===== config.mk =====
export PLATFORM = sky130hd
export DESIGN_NAME = uart_receiver
export DESIGN_NICKNAME = d
export VERILOG_FILES = /design/src/rtl/uart_pkg.sv /design/src/rtl/uart_rx_sync.sv /design/src/rtl/uart_receiver.sv
export SDC_FILE = /design/constraint.sdc
export NUM_CORES = 1
export LEC_CHECK = 0
export BUFFER_PORTS_ARGS = -buffer_cell sky130_fd_sc_hd__buf_2
export CAP_MARGIN = 20
export CORE_UTILIZATION = 52
export CTS_CLUSTER_DIAMETER = 30
export CTS_CLUSTER_SIZE = 24
export DETAILED_ROUTE_END_ITERATION = 6
export GPL_TIMING_DRIVEN = 0
export PLACE_DENSITY = 0.81
export SLEW_MARGIN = 20
export SYNTH_ARGS = -nofsm -noshare
export SYNTH_HDL_FRONTEND = slang
export SYNTH_SLANG_ARGS = --single-unit

===== constraint.sdc =====
create_clock -name clk -period 2.4 [get_ports clk]
set_input_delay 0.12 -clock clk [delete_from_list [all_inputs] [get_ports clk]]
set_output_delay 0.12 -clock clk [all_outputs]
set_load 0.05 [all_outputs]

===== src/rtl/uart_pkg.sv =====
// Shared UART definitions: FSM state encoding and frame constants.
// Imported by the receiver and reused by the future transmitter.
package uart_pkg;

    localparam int UART_DATA_BITS            = 8;
    localparam int UART_DEFAULT_CLKS_PER_BIT = 868;

    typedef enum logic [2:0] {
        ST_IDLE,
        ST_START,
        ST_DATA,
        ST_PARITY,
        ST_STOP,
        ST_BREAK
    } uart_state_t;

endpackage


===== src/rtl/uart_rx_sync.sv =====
// Serial-line synchronizer (2 flops) plus history flop with falling-edge detect.
// Latency 2 cycles pin-to-sync; no backpressure. All flops reset to 1 (idle line).
module uart_rx_sync (
    input  logic clk,
    input  logic rst,
    input  logic din,
    output logic sync_out,
    output logic fall
);

    logic meta;
    logic sync_q;
    logic hist;

    always_ff @(posedge clk) begin
        if (!rst) begin
            meta   <= 1'b1;
            sync_q <= 1'b1;
            hist   <= 1'b1;
        end else begin
            meta   <= din;
            sync_q <= meta;
            hist   <= sync_q;
        end
    end

    assign sync_out = sync_q;
    assign fall     = hist & ~sync_q;

endmodule


===== src/rtl/uart_receiver.sv =====
// 8N1 UART receiver (8E1 with UART_RX_PARITY_EN), mid-bit sampling, one-entry valid/ready holding register.
// Outputs register one cycle after the stop-bit sample; a full holding register drops the new byte and pulses overrun.
module uart_receiver
    import uart_pkg::*;
#(
    parameter int CLKS_PER_BIT = UART_DEFAULT_CLKS_PER_BIT
) (
    input  logic       clk,
    input  logic       rst,
    input  logic       uart_rx,
    output logic [7:0] rx_data,
    output logic       rx_valid,
    input  logic       rx_ready,
    output logic       frame_err,
    output logic       par_err,
    output logic       overrun
);

    localparam int CNT_W = $clog2(CLKS_PER_BIT);
    localparam logic [CNT_W-1:0] CNT_FULL = CNT_W'(CLKS_PER_BIT - 1);
    localparam logic [CNT_W-1:0] CNT_HALF = CNT_W'(CLKS_PER_BIT / 2 - 1);
    localparam logic [2:0]       LAST_BIT = 3'(UART_DATA_BITS - 1);

    uart_state_t      state;
    logic [CNT_W-1:0] cnt;
    logic [2:0]       bit_idx;
    logic [7:0]       shift_reg;
    logic             sync_rx;
    logic             fall;
    logic             par_bad;

    uart_rx_sync u_sync (
        .clk      (clk),
        .rst      (rst),
        .din      (uart_rx),
        .sync_out (sync_rx),
        .fall     (fall)
    );

`ifdef UART_RX_PARITY_EN
    logic par_bit;
    logic par_err_q;
    // Even parity: data plus parity bit must have an even number of ones.
    assign par_bad = ^{shift_reg, par_bit};
    assign par_err = par_err_q;
`else
    assign par_bad = 1'b0;
    assign par_err = 1'b0;
`endif

    always_ff @(posedge clk) begin
        if (!rst) begin
            state     <= ST_IDLE;
            cnt       <= '0;
            bit_idx   <= '0;
            shift_reg <= '0;
            rx_data   <= '0;
            rx_valid  <= 1'b0;
            frame_err <= 1'b0;
            overrun   <= 1'b0;
`ifdef UART_RX_PARITY_EN
            par_bit   <= 1'b0;
            par_err_q <= 1'b0;
`endif
        end else begin
            frame_err <= 1'b0;
            overrun   <= 1'b0;
`ifdef UART_RX_PARITY_EN
            par_err_q <= 1'b0;
`endif
            // A delivery in STOP below overrides this clear when both coincide.
            if (rx_valid && rx_ready) begin
                rx_valid <= 1'b0;
            end

            case (state)
                ST_IDLE: begin
                    cnt <= '0;
                    if (fall) begin
                        state <= ST_START;
                    end
                end
                ST_START: begin
                    if (cnt == CNT_HALF) begin
                        cnt     <= '0;
                        bit_idx <= '0;
                        state   <= sync_rx ? ST_IDLE : ST_DATA;
                    end else begin
                        cnt <= cnt + 1'b1;
                    end
                end
                ST_DATA: begin
                    if (cnt == CNT_FULL) begin
                        cnt       <= '0;
                        shift_reg <= {sync_rx, shift_reg[7:1]};
                        if (bit_idx == LAST_BIT) begin
`ifdef UART_RX_PARITY_EN
                            state <= ST_PARITY;
`else
                            state <= ST_STOP;
`endif
                        end else begin
                            bit_idx <= bit_idx + 1'b1;
                        end
                    end else begin
                        cnt <= cnt + 1'b1;
                    end
                end
`ifdef UART_RX_PARITY_EN
                ST_PARITY: begin
                    if (cnt == CNT_FULL) begin
                        cnt     <= '0;
                        par_bit <= sync_rx;
                        state   <= ST_STOP;
                    end else begin
                        cnt <= cnt + 1'b1;
                    end
                end
`endif
                ST_STOP: begin
                    if (cnt == CNT_FULL) begin
                        cnt       <= '0;
                        frame_err <= ~sync_rx;
`ifdef UART_RX_PARITY_EN
                        par_err_q <= par_bad;
`endif
                        if (sync_rx && !par_bad) begin
                            if (!rx_valid || rx_ready) begin
                                rx_data  <= shift_reg;
                                rx_valid <= 1'b1;
                            end else begin
                                overrun <= 1'b1;
                            end
                        end
                        // Leaving at mid-stop-bit gives half a bit of margin for the next start edge.
                        state <= sync_rx ? ST_IDLE : ST_BREAK;
                    end else begin
                        cnt <= cnt + 1'b1;
                    end
                end
                ST_BREAK: begin
                    cnt <= '0;
                    if (sync_rx) begin
                        state <= ST_IDLE;
                    end
                end
                default: begin
                    cnt   <= '0;
                    state <= ST_IDLE;
                end
            endcase
        end
    end

endmodule

Word-level counts from Yosys, hierarchy flattened
Index checks and enable logic that the tools add are counted.
Word-level totals
  flip-flop bits (word level): 38
  input bits: 4
  output and inout bits: 12
  word-level logic and storage cells: 63
Operators by class
  add/subtract/negate cells: 2
  equality and inequality tests: 14
  multiplexer cells: 22
  bitwise logic cells: 2
  reduce and logical (&&, ||, !) cells: 12
Operator list (count)
  $mux 3: 10
  $mux 10: 2
  $pmux 10 s2: 1
  $pmux 3 s5: 1
  $ne 2x2->1 const B: 6
  $reduce_and 4->1: 3
  $add 10x1->10 const B: 1
  $eq 10x10->1 const B: 1
  $eq 10x9->1 const B: 1
  $eq 3x3->1 const B: 3
  $mux 1: 6
  $pmux 3 s2: 1
  $reduce_and 6->1: 1
  $add 3x1->3 const B: 1
  $eq 3x1->1 const B: 1
  $eq 3x2->1 const B: 1
  $logic_not 3->1: 1
  $reduce_and 3->1: 1
  $mux 2: 1
  $ne 2x1->1 const B: 1
  $reduce_and 2->1: 1
  $reduce_bool 2->1: 1
  $reduce_or 2->1: 1
  $and 1x1->1: 1
  other kinds (4): 4

Logic depth before layout (Yosys ltp)
  depth in word-level cells: 6
  mapped depth: 7
  gate-level depth less buffers: 7

By module
A second synthesis with hierarchy kept.
Second synthesis, totals
  cell total of the unflattened synthesis: 174
  area, all modules: 1719.1 um^2
By module, submodules not included
  uart_receiver: instances 1, cells an instance 167, area each 1634.1 um^2, seq. area each 700.7 um^2
  uart_rx_sync: instances 1, cells an instance 7, area each 85.1 um^2, seq. area each 60.1 um^2

Worst setup path after synthesis
Ideal clock, no wire load.
  path kind: reg-to-reg
  start point: register cnt[0]
  end point: register rx_data[0]
  arrival: 1.759 ns
  path slack: 0.513 ns
  stages on the path, launching flop included: 7
  buffers on the path: 0
  cell sequence: dfxtp_1 -> ha_1 -> and4bb_1 -> nand3_2 -> nor4_4 -> mux2i_1 -> nor2_1
Between the ends
  word-level cells in the longest chain between the ends: 2
RTL lines
  start, declared: RTL line uart_receiver.sv:25  | logic [CNT_W-1:0] cnt;
  start signal, assigned: RTL line uart_receiver.sv:89  | cnt <= cnt + 1'b1;
  start signal, assigned: RTL line uart_receiver.sv:106  | cnt <= cnt + 1'b1;
  start signal, assigned: RTL line uart_receiver.sv:138  | cnt <= cnt + 1'b1;
  $eq 10x10->1: RTL line uart_receiver.sv:121  | if (cnt == CNT_FULL) begin
  $reduce_and 4->1 (no source line)
  end signal, assigned: RTL line uart_receiver.sv:129  | rx_data <= shift_reg;
  end, declared: RTL line uart_receiver.sv:11  | output logic [7:0] rx_data,
No other way between the ends.
A chain may end at the register's enable or synchronous reset.

Worst setup path in the final report
  start point: register cnt[0]
  end point: register rx_data[6]
Same word-level chain as after synthesis.

==> metrics <==
DIE WIDTH 57.80 um; TritonCTS clock tree yes; simple-gate area share of the yosys netlist 24.42%; max reg flops 10; VDD IR-drop max 0.0005211 V; synth top area cells dfxtp_1 47%, mux2i_1 12%, nor2_1 8.3%; mux share of post-synthesis cell area 12.36%; startpoint types flop; initial antenna violation count 0; synthesized area 0.001619 mm2; Setup crit end kind flop; Avg Synthesized Cell Area 9.413 um2; synth unique cells 40; final hold slack 0.08593 ns; Slew HR 51.00%; Clk Latency, worst-skew pair 0.34 ns; FF-to-FF Start cnt[0]; full die area 0.003341 mm2; CTS H-tree depth 2; Setup Buffers After CTS 0; Area Growth Syn to Fin 10.43%; RD Place Congestion 0.9088; Async S/R FF share, synth 0%; via count 1241; combinational family with the most area after synthesis simple AND/OR/NAND/NOR gates; period utilisation layout 90.87%; FF+latch count, synth 38; worst reg2reg path depth 6; critical-path cell list ha_1 -> and4bb_1 -> nand3_2 -> nor4_4 -> mux2i_1 -> nor2_1; vias in the first global route 1155; RSZ-0062 raised after global routing false; Worst EP arrival 2.40 ns; Synth top area share 46.99%; f_max 0.4585 GHz; Adder-Cell Fraction of Synth Area 3.091%; crit path capture rx_data[6]; failing checks DRC; Worst-path clk slew 0.11 ns; Syn Nets 180; Cells after Synth 172; max-cap violations 0; die height 57.80 um; gr ovfl total 0; Final HPWL DP 2187 um; 1st-iter DRT viols 37; Final setup violation count 0; Synth Area in Compound Gates 5.410%; leading area contributor after synthesis dfxtp_1; Tot GR Track Use 19.54%; Initial Utilization 56.75%; ratio of cells with drive above 1 in the final layout 14.43%; Synth Area in XOR/XNOR 4.869%; yosys synthesis warning count 0; CP Class reg -> reg; PD cells 612.9 mW/mm2; Final nets 201; status complete, but fails checks; Clock Tree Root clkbuf_4; Core ar. 0.002853 mm2; Post-synth EDFFs 0; post-synthesis sequential area ratio 46.99%; CTS buffer count 5; M3 GR Usage 4.688%; GR Layer Usage met2 33.00%; grt met1 use 23.43%; vias per std cell 5.516; Post-CTS Resized 0; first-pass GRT wire length 4940 um; post-layout min period 2.181 ns; drt wl/cell 13.03 um; worst-path fanout max 8; Final ANT Viol Nets 0; n_diodes 0; drc violations 2; Worst path slowest cell nor4_4; clk sinks 38; largest net degree at the start of global routing 13; CTS Buffer Depth 2; Slew Limit Fails 0; Hold Path Class in -> reg; ys flop type dfxtp_1; skew final 0.01150 ns; Port Buf Inserts 13; Leak Pwr 0.6501 nW; site row count 19; first element of the critical path cnt[0]; Final TNS setup 0 ns; reg2reg setup slack 0.22 ns; Hold Vio Cnt, Final 0; Most Used Layer, Global Route met2; crit-path max cell delay 0.71 ns; number of top-level pins 16; Req. time, crit path 2.62 ns; cts hold-fix bufs 1; reg2reg end rx_data[6]; WL final 2932 um; drt pass-1 iters 6; Least-Margin Pin Slew 0.7295 ns
-- worst max-delay path: cells and delay by family, from the launching register on --
family,cells,cell delay (ns)
adder cells (fa/ha/maj),1,0.24
multiplexers,1,0.26
AND/OR/NAND/NOR,4,1.18
flip-flops,1,0.39
-- synthesized netlist by cell type (all sizes together), types with 2 or more instances --
library cell,n
dfxtp,38
nand3,7
nand2,13
nor2b,2
nor4,2
xnor2,5
o21ai,3
mux2i,20
a21oi,2
clkbuf,4
nor3b,2
or3,4
o31ai,2
nand4,3
xor2,4
ha,4
nand2b,3
inv,3
buf,2
nor2,37
-- where the power goes --
group	switching [mW]	internal, mW
clock network	0.199	0.115
registers	0.0194	0.646
logic	0.0731	0.0433
total	0.292	0.804
-- cell families (layout without fill, tap and decap cells) --
group | count (synthesis) | after routing
AOI/OAI and AO/OA | 12 | 12
DFF | 38 | 38
xor gates and xnor gates | 9 | 9
and+or+nand+nor | 78 | 78
other | 1 | 1
adders and majority gates | 4 | 4
muxes | 20 | 20
buffers and inverters | 10 | 32
-- metal layers --
metal / wire [um] / vias to the layer above
li1: - / 626
met1: 1302 / 584
met2: 1481 / 26
met3: 118 / 5
met4: 29 / 0
met5: 0 / -
-- how the worst min path moves through the flow --
stage | from | end | slack [ns] | cells after the start
after floorplan | uart_rx | u_sync.meta | 0.22 | 1
after CTS | rst | u_sync.hist | 0.07 | 2
after detailed placement | uart_rx | u_sync.meta | 0.31 | 2
after global placement | uart_rx | u_sync.meta | 0.30 | 2
after global routing | rst | u_sync.meta | 0.08 | 2
final | rst | u_sync.hist | 0.09 | 2
-- placed cells by master (no fill, tap or decap), drive strengths merged, types with 2 or more instances in the layout --
master,netlist,routed
nor2b,2,2
inv,3,3
mux2i,20,20
buf,2,15
nand4,3,3
nand2b,3,3
clkinv,1,3
nor4,2,2
nor2,37,37
a21oi,2,2
xor2,4,4
or3,4,4
xnor2,5,5
nand3,7,7
nand2,13,13
o21ai,3,3
o31ai,2,2
ha,4,4
clkbuf,4,10
nor3b,2,2
dfxtp,38,38
-- metrics by stage --
stage                     setup WS [ns]  util, %  instances  total power [mW]  instance area, um2
after floorplan                  0.5131        -        172            0.7658                1619
after global placement           0.2983    60.39        216            0.7855                1723
after detailed placement         0.2470    60.39        216            0.7940                1723
after CTS                        0.2131    62.68        225             1.105                1788
after global routing            0.02277    62.68        225             1.149                1788
final                            0.2192    62.68        225             1.096                1788
-- layout make-up --
type                            instances  area [um2]
Buffer                                  6       27.53
Clock inverter                          2       13.76
Sequential cell                        38       760.7
Tap cell                               31       38.79
Inverter                                4       15.01
Fill cell                             247        1065
Clock buffer                            6       41.29
Multi-Input combinational cell        124       815.8
Timing Repair Buffer                   14       75.07
(Power assumes the default switching activity.)
